## src/rtl/alu_pkg.sv

```systemverilog
// ---------------------------------------------------------------------------
// alu_pkg
// Shared definitions for the ALU issue controller: data width, opcode
// constants, FSM state encoding and the buffered command record.
// Used by alu_cmd_fifo and alu_issue_ctrl.
// ---------------------------------------------------------------------------
package alu_pkg;

  localparam int DATA_W = 8;
  localparam int OP_W   = 3;

  localparam logic [OP_W-1:0] OP_ADD = 3'b000;
  localparam logic [OP_W-1:0] OP_SUB = 3'b001;
  localparam logic [OP_W-1:0] OP_NOT = 3'b011;

  typedef enum logic [1:0] {
    IDLE  = 2'd0,
    DRIVE = 2'd1,
    RESP  = 2'd2
  } state_e;

  // One buffered command: operation plus both operands.
  typedef struct packed {
    logic [OP_W-1:0]   op;
    logic [DATA_W-1:0] a;
    logic [DATA_W-1:0] b;
  } cmd_t;

  // True for the opcodes the ALU actually implements.
  function automatic logic op_is_legal(input logic [OP_W-1:0] op);
    return (op == OP_ADD) || (op == OP_SUB) || (op == OP_NOT);
  endfunction

endpackage

```

## src/rtl/alu_cmd_fifo.sv

```systemverilog
// ---------------------------------------------------------------------------
// alu_cmd_fifo
// Synchronous command FIFO holding cmd_t records (op, A, B).
//
// Ports:
//   clk, rst_n   clock / asynchronous active-low reset
//   push_i       write wdata_i (ignored while full)
//   pop_i        advance the read pointer (ignored while empty)
//   wdata_i      command to store
//   rdata_o      command at the head (valid while not empty)
//   full_o       count == DEPTH
//   empty_o      count == 0
//   count_o      number of stored entries, 0..DEPTH
// ---------------------------------------------------------------------------
module alu_cmd_fifo
  import alu_pkg::*;
#(
  parameter int DEPTH = 4,
  parameter int AW    = 2
) (
  input  logic        clk,
  input  logic        rst_n,
  input  logic        push_i,
  input  logic        pop_i,
  input  cmd_t        wdata_i,
  output cmd_t        rdata_o,
  output logic        full_o,
  output logic        empty_o,
  output logic [AW:0] count_o
);

  cmd_t          mem_q [DEPTH];
  logic [AW-1:0] wr_ptr_q;
  logic [AW-1:0] rd_ptr_q;
  logic [AW:0]   count_q;

  logic do_push;
  logic do_pop;

  assign full_o  = (count_q == (AW+1)'(DEPTH));
  assign empty_o = (count_q == '0);
  assign count_o = count_q;
  assign rdata_o = mem_q[rd_ptr_q];

  // A full FIFO refuses the write even if a pop happens in the same cycle.
  assign do_push = push_i && !full_o;
  assign do_pop  = pop_i && !empty_o;

  // Storage is not reset; only entries behind a valid pointer are ever read.
  always_ff @(posedge clk) begin
    if (do_push) begin
      mem_q[wr_ptr_q] <= wdata_i;
    end
  end

  // DEPTH is a power of two, so pointer wrap is the natural AW-bit overflow.
  always_ff @(posedge clk or negedge rst_n) begin
    if (!rst_n) begin
      wr_ptr_q <= '0;
      rd_ptr_q <= '0;
      count_q  <= '0;
    end else begin
      if (do_push) begin
        wr_ptr_q <= wr_ptr_q + 1'b1;
      end
      if (do_pop) begin
        rd_ptr_q <= rd_ptr_q + 1'b1;
      end
      case ({do_push, do_pop})
        2'b10:   count_q <= count_q + 1'b1;
        2'b01:   count_q <= count_q - 1'b1;
        default: count_q <= count_q;
      endcase
    end
  end

endmodule

```

## src/rtl/alu_issue_ctrl.sv

```systemverilog
// ---------------------------------------------------------------------------
// alu_issue_ctrl
// Issue stage for the 8-bit tri-state ALU. Commands are buffered in
// alu_cmd_fifo, issued to the ALU one at a time with alu_en high for exactly
// one cycle, and the captured result is offered on a valid/ready port.
//
// Ports:
//   clk, rst_n                    clock / asynchronous active-low reset
//   cmd_valid, cmd_ready          command handshake
//   cmd_op, cmd_a, cmd_b          command payload
//   alu_a, alu_b, alu_op          registered ALU operands/operation
//   alu_en                        ALU output enable, high only in DRIVE
//   alu_out                       ALU result (Z while alu_en is low)
//   rsp_valid, rsp_ready          response handshake
//   rsp_data                      captured result
//   rsp_err                       illegal-op flag (ALU_ISSUE_ILLEGAL_CHK_EN only)
//   busy                          FSM not idle or commands still buffered
//
// Build option: define ALU_ISSUE_ILLEGAL_CHK_EN to reject unimplemented
// opcodes without driving the ALU and flag them on rsp_err.
//
// State | meaning
// IDLE  | waiting for a buffered command; pops head when FIFO non-empty
// DRIVE | alu_en high for one cycle; result captured at the closing edge
// RESP  | rsp_valid high, rsp_data held until rsp_ready
// ---------------------------------------------------------------------------
module alu_issue_ctrl
  import alu_pkg::*;
#(
  parameter int DEPTH = 4,
  parameter int AW    = 2
) (
  input  logic              clk,
  input  logic              rst_n,
  input  logic              cmd_valid,
  output logic              cmd_ready,
  input  logic [OP_W-1:0]   cmd_op,
  input  logic [DATA_W-1:0] cmd_a,
  input  logic [DATA_W-1:0] cmd_b,
  output logic [DATA_W-1:0] alu_a,
  output logic [DATA_W-1:0] alu_b,
  output logic [OP_W-1:0]   alu_op,
  output logic              alu_en,
  input  logic [DATA_W-1:0] alu_out,
  output logic              rsp_valid,
  input  logic              rsp_ready,
  output logic [DATA_W-1:0] rsp_data,
`ifdef ALU_ISSUE_ILLEGAL_CHK_EN
  output logic              rsp_err,
`endif
  output logic              busy
);

  state_e            state_q;
  logic [DATA_W-1:0] alu_a_q;
  logic [DATA_W-1:0] alu_b_q;
  logic [OP_W-1:0]   alu_op_q;
  logic              rsp_valid_q;
  logic [DATA_W-1:0] rsp_data_q;
`ifdef ALU_ISSUE_ILLEGAL_CHK_EN
  logic              rsp_err_q;
`endif

  cmd_t        push_cmd;
  cmd_t        head_cmd;
  logic        fifo_full;
  logic        fifo_empty;
  logic [AW:0] fifo_count;
  logic        push;
  logic        pop;

  assign push_cmd = '{op: cmd_op, a: cmd_a, b: cmd_b};

  assign cmd_ready = !fifo_full;
  assign push      = cmd_valid && cmd_ready;
  // The head is consumed at the same edge IDLE leaves for DRIVE (or RESP).
  assign pop       = (state_q == IDLE) && !fifo_empty;

  alu_cmd_fifo #(
    .DEPTH (DEPTH),
    .AW    (AW)
  ) u_fifo (
    .clk     (clk),
    .rst_n   (rst_n),
    .push_i  (push),
    .pop_i   (pop),
    .wdata_i (push_cmd),
    .rdata_o (head_cmd),
    .full_o  (fifo_full),
    .empty_o (fifo_empty),
    .count_o (fifo_count)
  );

  always_ff @(posedge clk or negedge rst_n) begin
    if (!rst_n) begin
      state_q     <= IDLE;
      alu_a_q     <= '0;
      alu_b_q     <= '0;
      alu_op_q    <= '0;
      rsp_valid_q <= 1'b0;
      rsp_data_q  <= '0;
`ifdef ALU_ISSUE_ILLEGAL_CHK_EN
      rsp_err_q   <= 1'b0;
`endif
    end else begin
      case (state_q)
        IDLE: begin
          if (!fifo_empty) begin
`ifdef ALU_ISSUE_ILLEGAL_CHK_EN
            // Unimplemented op: answer directly, leave the ALU bus untouched.
            if (!op_is_legal(head_cmd.op)) begin
              rsp_data_q  <= '0;
              rsp_err_q   <= 1'b1;
              rsp_valid_q <= 1'b1;
              state_q     <= RESP;
            end else
`endif
            begin
              alu_a_q  <= head_cmd.a;
              alu_b_q  <= head_cmd.b;
              alu_op_q <= head_cmd.op;
              state_q  <= DRIVE;
            end
          end
        end

        DRIVE: begin
          rsp_data_q  <= alu_out;
          rsp_valid_q <= 1'b1;
`ifdef ALU_ISSUE_ILLEGAL_CHK_EN
          rsp_err_q   <= 1'b0;
`endif
          state_q     <= RESP;
        end

        RESP: begin
          if (rsp_ready) begin
            rsp_valid_q <= 1'b0;
            state_q     <= IDLE;
          end
        end

        default: begin
          rsp_valid_q <= 1'b0;
          state_q     <= IDLE;
        end
      endcase
    end
  end

  // Enable is decoded from state so the ALU drives the bus only in DRIVE.
  assign alu_en    = (state_q == DRIVE);
  assign alu_a     = alu_a_q;
  assign alu_b     = alu_b_q;
  assign alu_op    = alu_op_q;
  assign rsp_valid = rsp_valid_q;
  assign rsp_data  = rsp_data_q;
`ifdef ALU_ISSUE_ILLEGAL_CHK_EN
  assign rsp_err   = rsp_err_q;
`endif
  assign busy      = (state_q != IDLE) || (fifo_count != '0);

endmodule

```

## config.mk

```make
export PLATFORM = sky130hd
export DESIGN_NAME = alu_issue_ctrl
export DESIGN_NICKNAME = d
export VERILOG_FILES = /design/src/rtl/alu_pkg.sv /design/src/rtl/alu_cmd_fifo.sv /design/src/rtl/alu_issue_ctrl.sv
export SDC_FILE = /design/constraint.sdc
export NUM_CORES = 1
export LEC_CHECK = 0
export ABC_AREA = 0
export CAP_MARGIN = 20
export CORE_MARGIN = 1
export CORE_UTILIZATION = 31
export DETAILED_ROUTE_END_ITERATION = 8
export GPL_TIMING_DRIVEN = 0
export PLACE_DENSITY = 0.54
export SLEW_MARGIN = 5
export SYNTH_ARGS = -nofsm -noshare
export SYNTH_HDL_FRONTEND = slang
export SYNTH_SLANG_ARGS = --single-unit
```

## constraint.sdc

```tcl
create_clock -name clk -period 2.5 [get_ports clk]
set_input_delay 0.625 -clock clk [delete_from_list [all_inputs] [get_ports clk]]
set_output_delay 0.625 -clock clk [all_outputs]
set_load 0.1 [all_outputs]
```

==> qor.yml, run 1 <==
setup_path:
  cp_slowest_stage_delay_ns: 0.48
  required_ns: 1.88
  worstPathMaxFanout: 6
  timing.rr.end: "u_fifo.count_o[2]"
  reg2reg_from: "u_fifo.count_o[0]"
  crit_type: "reg2out"
  cp-start-kind: "register"
  reg2reg_depth: 9
  crit_chain: "or3b_4 > clkdlybuf4s15_2"
  critical-path-top-delay-family: "buffers and inverters"
  regToRegSetupSlack_ns: 0.21
  cp_num_buf_inv: 1
  worstSetupEndpointType: "output port"
  arrival_ns: 1.75
  crit_slowest_cell: "clkdlybuf4s15_2"
synth:
  async_reset_ff_share_pct: 32.7
  synth-seq-cells: 113
  synthTopCellsByArea: "edfxtp_1 (53%), dfrtp_1 (22%), mux4_2 (10%)"
  synth_top_area_share_pct: 53.1
  synthSimpleGateAreaFrac_pct: 2.53
  yosysWarnings: 0
  yosys.area_share.xor_xnor_pct: 1.22
  synth_top_family_by_area: "multiplexers"
  synth_ff_type: "edfxtp_1"
  synth_mux_area_share_pct: 17.6
  ys_seq_area_share_pct: 74.7
  synth_cell_types: 28
  synthesis.area_sq_um: 4300
  synthAdderAreaFrac_pct: 1.92
  syn_area_per_cell_sq_um: 21.0
  syn_nets: 242
  syn_inst: 205
  synth_compound_area_share_pct: 0.466
  synth-edff-count: 76
  synth_area_leader_cell: "edfxtp_1"
global_route:
  antenna_found_initial: 0
  grt_pass1_wl_um: 12400
  grt-ovfl-total: 0
  grt_use_total_pct: 12.3
  grt_max_degree: 32
  grt_pass1_vias: 2226
placement:
  place.gp.congestion: 0.673
  dp_hpwl_um: 4770
  dp_cells: 443
  io_buffers: 61
die:
  die_y_um: 120
  start_util_pct: 32.1
  core.rowCount: 42
  dieWidth_um: 120
  fp.coreArea_sq_um: 13400
  design.die.area_sq_um: 14300
  ioPinCount: 62
clocking:
  root_buffer: "clkbuf_16"
  h-tree-depth: 4
  cts_tree: "yes"
  cts_buffers: 17
  clk_pin_slew_ns: 0.05
  clockBufferDepth: 2
  clock_latency_ns: 0.40
  cts.sinks: 113
status:
  outcome: "finished, final reports clean"
sta:
  fmax_mhz: 421
  setup_viol: 0
  skew_ns: 0.00736
  worst_hold_slack_ns: 0.0785
  worst_pin_slew_ns: 1.02
  period_share_pct: 95.1
  rsz0062_at_grt: "false"
  drv_slew: 0
  hold_viol_final: 0
  min_period_ns: 2.38
  slew_headroom_pct: 32.6
cells_and_area:
  syn_to_final_growth_pct: 34.4
  final_cell_mix: "edfxtp_1 (76), dfrtp_1 (37), clkdlybuf4s50_1 (29), dlygate4sd2_1 (28), mux2_2 (25)"
  n_fill_cell: 1188
  fin_cells: 475
  drive_above_1_share_pct: 31.4
  final_common_cell: "edfxtp_1"
  nets: 323
  diodes: 0
detailed_routing:
  drc: 0
  drt-total-wl_um: 7770
  dr_total_vias: 2099
  firstDrtPassIters: 4
  wl_per_cell_um: 16.4
  vias_per_cell: 4.42
  drt_iter0_drc: 66
  antenna_left: 0
hold_path:
  hp-class: "in2async"
run:
  cap_violations: 0
==> metrics by stage <==
stage | utilization (%) | instance area [sq um] | setup TNS, ns | setup slack (ns)
finish | 43.1 | 5770 | 0 | 0.124
global route | 43.1 | 5770 | 0 | 0.0502
CTS | 43.1 | 5780 | 0 | 0.0174
detailed placement | 38.4 | 5140 | -0.118 | -0.118
global placement | 38.3 | 5130 | -14.16 | -0.382
floorplan | - | 4300 | 0 | 0.206
==> worst reg2reg max path: stages (launching register included) <==
cell	delay [ns]
dfrtp_1	0.44
nor3_2	0.09
nor3_2	0.20
buf_2	0.35
ha_1	0.25
inv_1	0.06
fa_1	0.37
xor2_1	0.17
nor2_1	0.12
xor2_1	0.16
==> routing by layer <==
metal / track usage, % / share of wire, % / vias to the layer above / wire [um]
li1: - / - / 965 / -
met4: 6.33 / 1.3 / 0 / 99
met5: 0 / 0 / - / 0
met1: 14.9 / 45 / 1059 / 3510
met3: 4.66 / 4.8 / 7 / 373
met2: 19.0 / 49 / 68 / 3780
==> layout make-up <==
type | instances | area (sq um) | area share, %
sequential | 113 | 3210 | 55.6
inverter | 6 | 22.5 | 0.390
timing repair buffer | 62 | 588 | 10.2
clock buffer | 21 | 460 | 7.98
buffer | 7 | 45.0 | 0.780
tap | 176 | 220 | 3.81
clock inverter | 11 | 208 | 3.60
multi-input combinational | 79 | 1020 | 17.7
==> cell usage after synthesis, types with 2 or more instances <==
cell      instances
nor3_2            2
clkbuf_1          2
edfxtp_1         76
mux2_2           25
buf_2             3
mux2_1            2
inv_1             6
nor2_1            3
buf_6             2
xnor2_1           3
xor2_1            3
ha_1              5
dfrtp_1          37
and3_2            4
mux4_2           19
==> worst max path at each step <==
stage | from | endpoint | slack [ns] | depth (start not counted)
4_1_cts | state_q[0] | alu_en | 0.02 | 3
2_1_floorplan | u_fifo.count_o[0] | u_fifo.count_o[2] | 0.21 | 9
5_1_grt | state_q[0] | alu_en | 0.05 | 3
3_5_place_dp | state_q[0] | alu_en | -0.12 | 3
6_report | u_fifo.count_o[0] | cmd_ready | 0.12 | 2
3_3_place_gp | rst_n | alu_op[2] | -0.38 | 1
==> cell families after synthesis <==
kind of cell | count (synthesis)
fa+ha+maj | 6
flops | 113
simple gates | 16
compound gates | 3
xor+xnor | 6
buf+inv | 13
mux | 48
==> sequential cells by signal (all words and copies together), names as in the netlist <==
signal	flops
u_fifo.wr_ptr_q	2
alu_op	3
alu_a	8
u_fifo.count_o	3
state_q	2
u_fifo.rd_ptr_q	2
rsp_valid	1
rsp_data	8
alu_b	8
u_fifo.mem_q	76
==> repair_timing <==
action,CTS,global route
hold buffers,0,0
setup buffers,0,0
gates resized for setup,37,2
endpoints found under the setup margin,31,1
cloned,0,0
Power of run 1 is not shown: default switching activity piles up to over one toggle a cycle in this logic, so the estimate is an artifact.
==> run 2, diff against run 1 <==
--- a/config.mk
+++ b/config.mk
@@ -15,4 +15,5 @@
 export SLEW_MARGIN = 5
 export SYNTH_ARGS = -nofsm -noshare
 export SYNTH_HDL_FRONTEND = slang
+export SYNTH_HIERARCHICAL = 1
 export SYNTH_SLANG_ARGS = --single-unit
==> run 2 against run 1 <==
  * Cell count rose by 0.63%
  * Sequential cell count did not move
  * Setup slack got worse by 0.015 ns
  * Maximum frequency fell by 0.62%
  * Clock-buffer cell count fell by 2
  * Critical path depth rose by 1
  * Core utilization fell by 0.44 points
  * Wire length fell by 0.70%
  * Largest cell class unchanged
==> qor.yml, run 2 <==
sta:
  period_share_pct: 95.6
  fin_ws_ns: 0.109
  drv_slew: 0
  min_period_ns: 2.39
  slew_headroom_pct: 32.2
  fmax_mhz: 418
  rsz0062_at_grt: "false"
  skew_ns: 0.00734
  worst_pin_slew_ns: 1.02
  hold_viol_final: 0
  setup_viol: 0
  setup_tns_ns: 0
global_route:
  grt_max_degree: 31
  grt-ovfl-total: 0
  grt_use_total_pct: 11.8
  antenna_found_initial: 0
  grt_pass1_wl_um: 12300
  grt_pass1_vias: 2318
status:
  outcome: "finished, final reports clean"
die:
  design.die.area_sq_um: 14500
  fp.coreArea_sq_um: 13500
  ioPinCount: 62
  start_util_pct: 32.2
  core.rowCount: 42
  dieWidth_um: 120
  die_y_um: 120
cells_and_area:
  largest_register_ffs: 76
  final_cell_mix: "edfxtp_1 (76), dfrtp_1 (36), clkdlybuf4s50_1 (29), dlygate4sd2_1 (28), mux2_2 (27)"
  n_fill_cell: 1225
  diodes: 0
  final_common_cell: "edfxtp_1"
  drive_above_1_share_pct: 31.8
  postLayoutCellArea_sq_um: 5740
  top_register: "u_fifo/mem_q"
  nets: 327
  syn_to_final_growth_pct: 32.2
  fin_cells: 478
placement:
  io_buffers: 61
  dp_hpwl_um: 4910
  place.gp.congestion: 0.665
  dp_cells: 446
  place_area_sq_um: 5180
  place_ws_ns: -0.0524
clocking:
  cts_tree: "yes"
  clock_latency_ns: 0.40
  ctsHoldBuffers: 0
  clk_pin_slew_ns: 0.05
  cts_buffers: 17
  clockBufferDepth: 2
  cts.sinks: 113
  root_buffer: "clkbuf_16"
  h-tree-depth: 4
setup_path:
  reg2reg_depth: 10
  startpoint: "state_q[0]"
  required_ns: 1.88
  cp-start-kind: "register"
  worstSetupEndpointType: "output port"
  arrival_ns: 1.77
  reg2reg_from: "u_fifo/count_o[1]"
  timing.rr.end: "u_fifo/count_o[2]"
  regToRegSetupSlack_ns: 0.18
  crit_type: "reg2out"
  worstPathMaxFanout: 10
synth:
  syn_nets: 245
  async_reset_ff_share_pct: 32.7
  synthesis.area_sq_um: 4340
  synth_top_area_share_pct: 52.6
  synth-edff-count: 76
  ys_seq_area_share_pct: 74.0
  yosys-top-cells-count: "edfxtp_1 (76), dfrtp_1 (37), mux2_2 (27)"
  syn_inst: 208
  synth-seq-cells: 113
  yosys.cell_count.top_type: "edfxtp_1"
  yosysWarnings: 6
  syn_area_per_cell_sq_um: 20.9
  synth_cell_types: 26
  synthTopCellsByArea: "edfxtp_1 (53%), dfrtp_1 (21%), mux4_2 (9.9%)"
  synth_ff_type: "edfxtp_1"
  synth_area_leader_cell: "edfxtp_1"
detailed_routing:
  antenna_left: 0
  wl_per_cell_um: 16.1
  drc: 0
  dr_total_vias: 2135
  vias_per_cell: 4.47
  firstDrtPassIters: 4
  drt-total-wl_um: 7710
  drt_iter0_drc: 127
run:
  cap_violations: 0
hold_path:
  hp-class: "in2async"
run 2: how the worst max path moves through the flow:
stage,to,slack (ns)
after floorplan,u_fifo/count_o[2],0.40
after global placement,alu_a[7],-0.32
after detailed placement,alu_en,-0.05
after CTS,alu_en,0.08
after global routing,u_fifo/count_o[2],0.009
final,alu_en,0.11
run 2: layout make-up:
| type | count | area, sq um | share of cell area (%) |
|---|---|---|---|
| Buffer | 7 | 62.6 | 1.09 |
| Clock buffer | 19 | 433 | 7.55 |
| Clock inverter | 12 | 143 | 2.49 |
| Inverter | 7 | 26.3 | 0.458 |
| Multi-Input combinational cell | 81 | 1040 | 18.1 |
| Sequential cell | 113 | 3210 | 55.9 |
| Tap cell | 176 | 220 | 3.84 |
| Timing Repair Buffer | 63 | 602 | 10.5 |
run 2: repair_timing:
item / in CTS / in global routing
hold endpoints to repair: 0 / 0
buffers inserted: 0 / 1
pin swaps: 0 / 1
resized for setup: 37 / 1
endpoints found under the setup margin: 31 / 1
run 2: layer usage:
layer	wire length (um)	vias to the layer above	GRT usage, %
li1	-	972	-
met1	3320	1090	14.1
met2	3850	57	19.2
met3	394	16	3.73
met4	149	0	6.25
met5	0	-	0
run 2: logic make-up after synthesis:
| kind of cell | after synthesis | synth area share (%) |
|---|---|---|
| fa+ha+maj | 6 | 1.90 |
| simple gates | 17 | 2.74 |
| compound gates | 4 | 0.692 |
| mux | 48 | 17.5 |
| buf+inv | 14 | 2.05 |
| flops | 113 | 74.0 |
| xor+xnor | 6 | 1.21 |
run 2: metrics by stage:
stage / utilization [%] / hold slack [ns]
floorplan: - / 0.329
global placement: 38.4 / 0.461
detailed placement: 38.5 / 0.481
CTS: 42.6 / 0.0726
global route: 42.6 / 0.0885
finish: 42.6 / 0.0799
run 2: critical path: stages (launching register included):
cell	delay, ns
dfrtp_1	0.45
nor2b_1	0.16
buf_4	0.19
clkdlybuf4s15_2	0.57
Power of run 2 is left out for the same reason.
